==> src/rtl/apb_rr_master.sv <==
// apb_rr_master: two-requester round-robin arbiter driving an APB master
// sequencer (IDLE -> SETUP -> ACCESS) towards two slaves selected by the
// address MSB. A hung slave is cut off after TIMEOUT wait cycles.
module apb_rr_master #(
    parameter int AW      = 8,
    parameter int DW      = 8,
    parameter int TIMEOUT = 15
) (
    input  logic          pclk,
    input  logic          preset,
    // requester 0
    input  logic          req0_valid,
    input  logic          req0_write,
    input  logic [AW-1:0] req0_addr,
    input  logic [DW-1:0] req0_wdata,
    output logic          req0_ready,
    output logic          rsp0_valid,
    output logic [DW-1:0] rsp0_rdata,
    output logic          rsp0_err,
    // requester 1
    input  logic          req1_valid,
    input  logic          req1_write,
    input  logic [AW-1:0] req1_addr,
    input  logic [DW-1:0] req1_wdata,
    output logic          req1_ready,
    output logic          rsp1_valid,
    output logic [DW-1:0] rsp1_rdata,
    output logic          rsp1_err,
    // APB master side
    output logic [1:0]    psel,
    output logic          penable,
    output logic          pwrite,
    output logic [AW-1:0] paddr,
    output logic [DW-1:0] pwdata,
    input  logic [DW-1:0] prdata0,
    input  logic          pready0,
    input  logic          pslverr0,
    input  logic [DW-1:0] prdata1,
    input  logic          pready1,
    input  logic          pslverr1
);

    localparam int TW = $clog2(TIMEOUT + 1);

    typedef enum logic [1:0] {IDLE, SETUP, ACCESS} state_t;

    state_t        state;
    logic          rr_ptr;
    logic          gnt;
    logic [TW-1:0] tcnt;

    logic          win;
    logic          any_valid;
    logic          win_write;
    logic [AW-1:0] win_addr;
    logic [DW-1:0] win_wdata;
    logic          sel_ready;
    logic          sel_err;
    logic [DW-1:0] sel_rdata;
    logic          finish;
    logic [DW-1:0] fin_rdata;
    logic          fin_err;

    // Arbitration: pointer holder wins a tie, a lone requester always wins
    always_comb begin
        any_valid = req0_valid | req1_valid;
        if (req0_valid && req1_valid)
            win = rr_ptr;
        else
            win = !req0_valid;
        win_write  = win ? req1_write : req0_write;
        win_addr   = win ? req1_addr  : req0_addr;
        win_wdata  = win ? req1_wdata : req0_wdata;
        req0_ready = (state == IDLE) && !preset && req0_valid && !win;
        req1_ready = (state == IDLE) && !preset && req1_valid &&  win;
    end

    // Only the addressed slave's response lines matter; decide how ACCESS ends
    always_comb begin
        sel_ready = paddr[AW-1] ? pready1  : pready0;
        sel_err   = paddr[AW-1] ? pslverr1 : pslverr0;
        sel_rdata = paddr[AW-1] ? prdata1  : prdata0;
        finish    = sel_ready || (tcnt == TW'(TIMEOUT - 1));
        fin_rdata = (sel_ready && !pwrite) ? sel_rdata : '0;
        fin_err   = sel_ready ? sel_err : 1'b1;
    end

    // Sequencer FSM with registered APB and response outputs
    always_ff @(posedge pclk) begin
        if (preset) begin
            state      <= IDLE;
            rr_ptr     <= 1'b0;
            gnt        <= 1'b0;
            tcnt       <= '0;
            psel       <= '0;
            penable    <= 1'b0;
            pwrite     <= 1'b0;
            paddr      <= '0;
            pwdata     <= '0;
            rsp0_valid <= 1'b0;
            rsp0_rdata <= '0;
            rsp0_err   <= 1'b0;
            rsp1_valid <= 1'b0;
            rsp1_rdata <= '0;
            rsp1_err   <= 1'b0;
        end else begin
            rsp0_valid <= 1'b0;
            rsp0_rdata <= '0;
            rsp0_err   <= 1'b0;
            rsp1_valid <= 1'b0;
            rsp1_rdata <= '0;
            rsp1_err   <= 1'b0;
            case (state)
                IDLE: begin
                    if (any_valid) begin
                        gnt     <= win;
                        rr_ptr  <= ~win;
                        pwrite  <= win_write;
                        paddr   <= win_addr;
                        pwdata  <= win_wdata;
                        psel    <= {win_addr[AW-1], ~win_addr[AW-1]};
                        penable <= 1'b0;
                        state   <= SETUP;
                    end
                end
                SETUP: begin
                    penable <= 1'b1;
                    tcnt    <= '0;
                    state   <= ACCESS;
                end
                ACCESS: begin
                    if (finish) begin
                        psel    <= '0;
                        penable <= 1'b0;
                        tcnt    <= '0;
                        state   <= IDLE;
                        if (gnt) begin
                            rsp1_valid <= 1'b1;
                            rsp1_rdata <= fin_rdata;
                            rsp1_err   <= fin_err;
                        end else begin
                            rsp0_valid <= 1'b1;
                            rsp0_rdata <= fin_rdata;
                            rsp0_err   <= fin_err;
                        end
                    end else begin
                        tcnt <= tcnt + 1'b1;
                    end
                end
                default: state <= IDLE;
            endcase
        end
    end

endmodule

==> config.mk <==
export PLATFORM = sky130hd
export DESIGN_NAME = apb_rr_master
export DESIGN_NICKNAME = d
export VERILOG_FILES = /design/src/rtl/apb_rr_master.sv
export SDC_FILE = /design/constraint.sdc
export NUM_CORES = 1
export LEC_CHECK = 0
export ABC_AREA = 1
export CAP_MARGIN = 5
export CORE_MARGIN = 3
export CORE_UTILIZATION = 43
export DETAILED_ROUTE_END_ITERATION = 10
export PLACE_DENSITY = 0.89
export SLEW_MARGIN = 20
export SYNTH_ARGS = -nofsm -noshare
export SYNTH_HDL_FRONTEND = slang
export SYNTH_SLANG_ARGS = --single-unit
==> constraint.sdc <==
create_clock -name pclk -period 3.42 [get_ports pclk]
set_input_delay 0.684 -clock pclk [delete_from_list [all_inputs] [get_ports pclk]]
set_output_delay 0.684 -clock pclk [all_outputs]
set_load 0.02 [all_outputs]
* Word level (Yosys, flattened, before mapping)
Index checks and enable logic that the tools add are counted.
** Storage, ports and cells
- Logic and storage cells :: 71
- Register bits :: 48
** Operators by class
- $add $sub $neg :: 1
- Multiplexer cells :: 21
- Bitwise logic cells :: 6
- Reductions and logical operators :: 23
- Equal/unequal tests :: 5
** Operators by type and width (number)
- $mux W8 :: 4
- $mux W1 :: 9
- $pmux W4 S2 :: 1
- $reduce_or A4 Y1 :: 2
- $logic_and A1 B1 Y1 :: 7
- $mux W2 :: 3
- $pmux W2 S3 :: 1
- $reduce_and A3 Y1 :: 2
- $not A1 Y1 :: 5
- $add A4 B1 Y4 const B :: 1
- $eq A4 B4 Y1 const B :: 1
- $logic_not A1 Y1 :: 4
- $mux W4 :: 1
- $ne A2 B2 Y1 const B :: 2
- $pmux W2 S2 :: 1
- $reduce_and A2 Y1 :: 2
- $reduce_bool A2 Y1 :: 2
- $pmux W1 S3 :: 1
- $reduce_bool A3 Y1 :: 1
- $reduce_or A3 Y1 :: 1
- $eq A2 B1 Y1 const B :: 1
- $eq A2 B2 Y1 const B :: 1
- $logic_not A2 Y1 :: 1
- $logic_or A1 B1 Y1 :: 1
- $or A1 B1 Y1 :: 1

* Depth between registers and ports, before layout
- Depth in word-level cells :: 6
- Gate-level depth with buffers :: 8
- Mapped depth without buffers :: 8

* Worst setup path before layout
Ideal clock, no wire load.
- Kind :: in2out
- Start :: input preset
- End :: output req1_ready
- Path slack :: 1261 ps
- Cell stages on the path :: 4
- Arrival time :: 1475 ps
- Cell sequence :: clkbuf_1 > inv_1 > nand2_1 > nor3_1
** Between the ends
- Longest elaborated chain between the ends :: 4
** RTL lines
- start: declaration :: RTL line 10 : input logic preset,
- $logic_not A1 Y1 :: RTL line 75 : req1_ready = (state == IDLE) && !preset && req1_valid && win;
- $logic_and A1 B1 Y1 (3 in a row) :: RTL line 75
- end: declaration :: RTL line 25 : output logic req1_ready,
Every way passes these cells.

* Worst setup path in the final report
- Start :: input req1_valid
- End :: output req1_ready
** Between the ends
- Longest elaborated chain between the ends :: 3
** RTL lines
- start: declaration :: RTL line 21 : input logic req1_valid,
- $logic_and A1 B1 Y1 :: RTL line 67 : if (req0_valid && req1_valid)
- $mux W1 :: RTL line 67
- $logic_and A1 B1 Y1 (*) :: RTL line 75
Mark *: on every way between the ends. The rest lies on a longest branch, timed or not.

==> out/qor.txt <==
Num ports: 100
Layout Cells excl Fill: 418
Full die area: 0.00559 mm²
DR DRC count: 0
Mapped cell area: 0.00203 mm²
Layout Skew: 7.43 ps
Vias in the first global route: 1852
CTS tree: built
Req. time, crit path: 2740 ps
Hold buffer count at CTS: 0
Synth Net Count: 331
Synthesis-stage register bit count: 48
Synth Flop Type: dfxtp_1
Clock Tree Buf Depth: 2
Critical Path Max Stage Delay: 630 ps
Crit path buf inv count: 3
Number of diodes: 0
# nets final: 429
Slew HR: 46.1%
Setup crit start kind: input port
Setup TNS: 0 ps
DP HPWL: 4.06 mm
Final instance area: 0.00315 mm²
Async set-or-reset flop fraction in the synthesized netlist: 0%
Final worst slack: 394 ps
Leak: 1.30 nW
Post-Syn Area per Cell: 7.61 µm²
CTS clk-pin slew, worst paths: 80 ps
Port bufs: 99
Least-Margin Pin Slew: 805 ps
# Max-Cap Violations: 0
Register area share after synthesis: 47.3%
RSZ-0062 raised after global routing: no
Fin util: 70.3%
DP Worst Slack: 400 ps
GRT Residual Overflow: 0
R2r setup slk: 1470 ps
Layout area overhead: 54.8%
Pin count of the biggest net entering global routing: 26
Core area: 0.00447 mm²
Routing usage on met2: 33.7%
CTS Root Cell: clkbuf_8
Hold Violations, Final: 0
YS warnings: 0
Fin crit share: 88.5%
Critical Path AT: 2340 ps
Yosys top cell area share: 47.3%
Die X: 74.8 µm
CP max FO: 5
Unique masters post-synth: 23
Die height: 74.8 µm
Commonest cells in the netlist: 106 x nand2_1, 48 x dfxtp_1, 30 x nor2_1
DRT iter0 DRCs: 69
Cell Chain, Critical Path: clkdlybuf4s50_1, nand2_2, nand2_4, inv_6, nor3_1, clkdlybuf4s50_1
CP most frequent cell: clkdlybuf4s50_1
Layout cell share with drive strength beyond 1: 5.74%
Router iterations before antenna repair: 4
Global-route wire length before repair: 8.05 mm
Worst setup EP type: output pin
Final setup fails: 0
Crit-path leading delay family: buffers and inverters
Placed Area: 0.00303 mm²
Fin crit period: 3030 ps
Clk sink count: 48
CTS H-tree depth: 2
Fin. max-slew vios: 0
PwrDens: 476 mW/mm²
Syn Inst Count: 267
Post-synth top area cell: dfxtp_1
Routed len/inst: 12.7 µm
Latest clock arrival within the worst-skew pair: 290 ps
Status: finished clean
Global Route met1 Usage: 20.6%
DR vias: 2013
Area contributors post-synth: dfxtp_1 47%, nand2_1 20%, nor2_1 5.5%, a31oi_1 4.9%, ha_1 3.7%
Worst hold-check path type: register to register
Antenna-violating nets left: 0
Power, Total: 1.50 mW
Initial antenna violation count: 0
Total GRT Usage: 18.5%
Max Freq: 330 MHz
Vias/cell: 4.82
VDD IR-drop max: 0.258 mV
Placed Instances: 410
Starting Density: 45.4%
Critical path class: input port to output pin
EDFF count, synth: 0
Smallest hold slack: 466 ps
Most frequent cell after synthesis: nand2_1
Post-CTS setup buffers: 0
GR met3 Demand/Resource: 7.08%
Row count: 24
CP max stage cell: clkdlybuf4s50_1
CTS Buf Count: 5
Final GP Congestion: 0.762
Grt peak-use layer: met2
WL final: 5.30 mm
Post-CTS Resized: 0
==> cells by family (layout without fill, tap and decap cells) <==
logic type	after synthesis	count (layout)	synth area share (%)
AO/OA/AOI/OAI	28	28	8.92
flip-flops	48	48	47.3
adder cells (fa/ha/maj)	6	6	3.69
buffers and inverters	27	126	7.08
AND/OR/NAND/NOR	156	156	32.2
XOR/XNOR	2	2	0.862
==> flip-flops by register name, indices dropped and copies added, names as in the netlist <==
register,count
paddr,8
pwdata,8
rsp0_rdata,8
rsp1_rdata,8
tcnt,4
psel,2
state,2
gnt,1
penable,1
pwrite,1
rr_ptr,1
rsp0_err,1
rsp0_valid,1
rsp1_err,1
rsp1_valid,1
==> worst min-delay path, cell delays in order (launching register included) <==
cell and delay (ps):
dfxtp_1 320, nand2_1 60, a21oi_1 50
==> per-layer routing <==
| metal | part of all wire [%] | vias to the layer above |
|---|---|---|
| li1 | - | 1033 |
| met1 | 42 | 895 |
| met2 | 48 | 79 |
| met3 | 8.8 | 6 |
| met4 | 0.93 | 0 |
| met5 | 0 | - |
==> worst paths after layout <==
check	startpoint	end	depth (start not counted)
worst min register to register	penable$_SDFFE_PP0P_	penable$_SDFFE_PP0P_	2
worst min-delay path	penable$_SDFFE_PP0P_	penable$_SDFFE_PP0P_	2
worst max register to register	paddr[7]$_SDFFE_PP0P_	rsp1_rdata[2]$_SDFF_PP0_	6
worst max-delay path	req1_valid	req1_ready	6
==> report_power, final <==
| group | total [mW] | switching, mW | internal, mW |
|---|---|---|---|
| Combinational | 0.433 | 0.236 | 0.197 |
| Clock | 0.426 | 0.187 | 0.239 |
| Sequential | 0.640 | 0.0351 | 0.605 |
| Total | 1.50 | 0.458 | 1.04 |
==> cell type report <==
cell class / count / area, µm²
well taps: 52 / 65.1
repair buffers: 100 / 998
multi-input cells: 192 / 928
flip-flops and latches: 48 / 961
clock buffers: 6 / 82.6
clock inverters: 2 / 38.8
fillers: 359 / 1330
inverters: 18 / 72.6
==> layout by cell type (no fill, tap or decap), types with 2 or more instances in the layout <==
master / synthesis / layout
nor2_8: 2 / 2
a21oi_1: 8 / 8
nand3_1: 9 / 9
nor2_1: 30 / 30
nand2_1: 106 / 106
nand2_2: 5 / 5
nor3_1: 2 / 2
dfxtp_1: 48 / 48
xor2_1: 2 / 2
clkdlybuf4s50_1: 0 / 99
a31oi_1: 16 / 16
ha_1: 6 / 6
inv_1: 17 / 17
clkbuf_8: 0 / 6
Note: power is estimated with default switching activity, not from simulation.
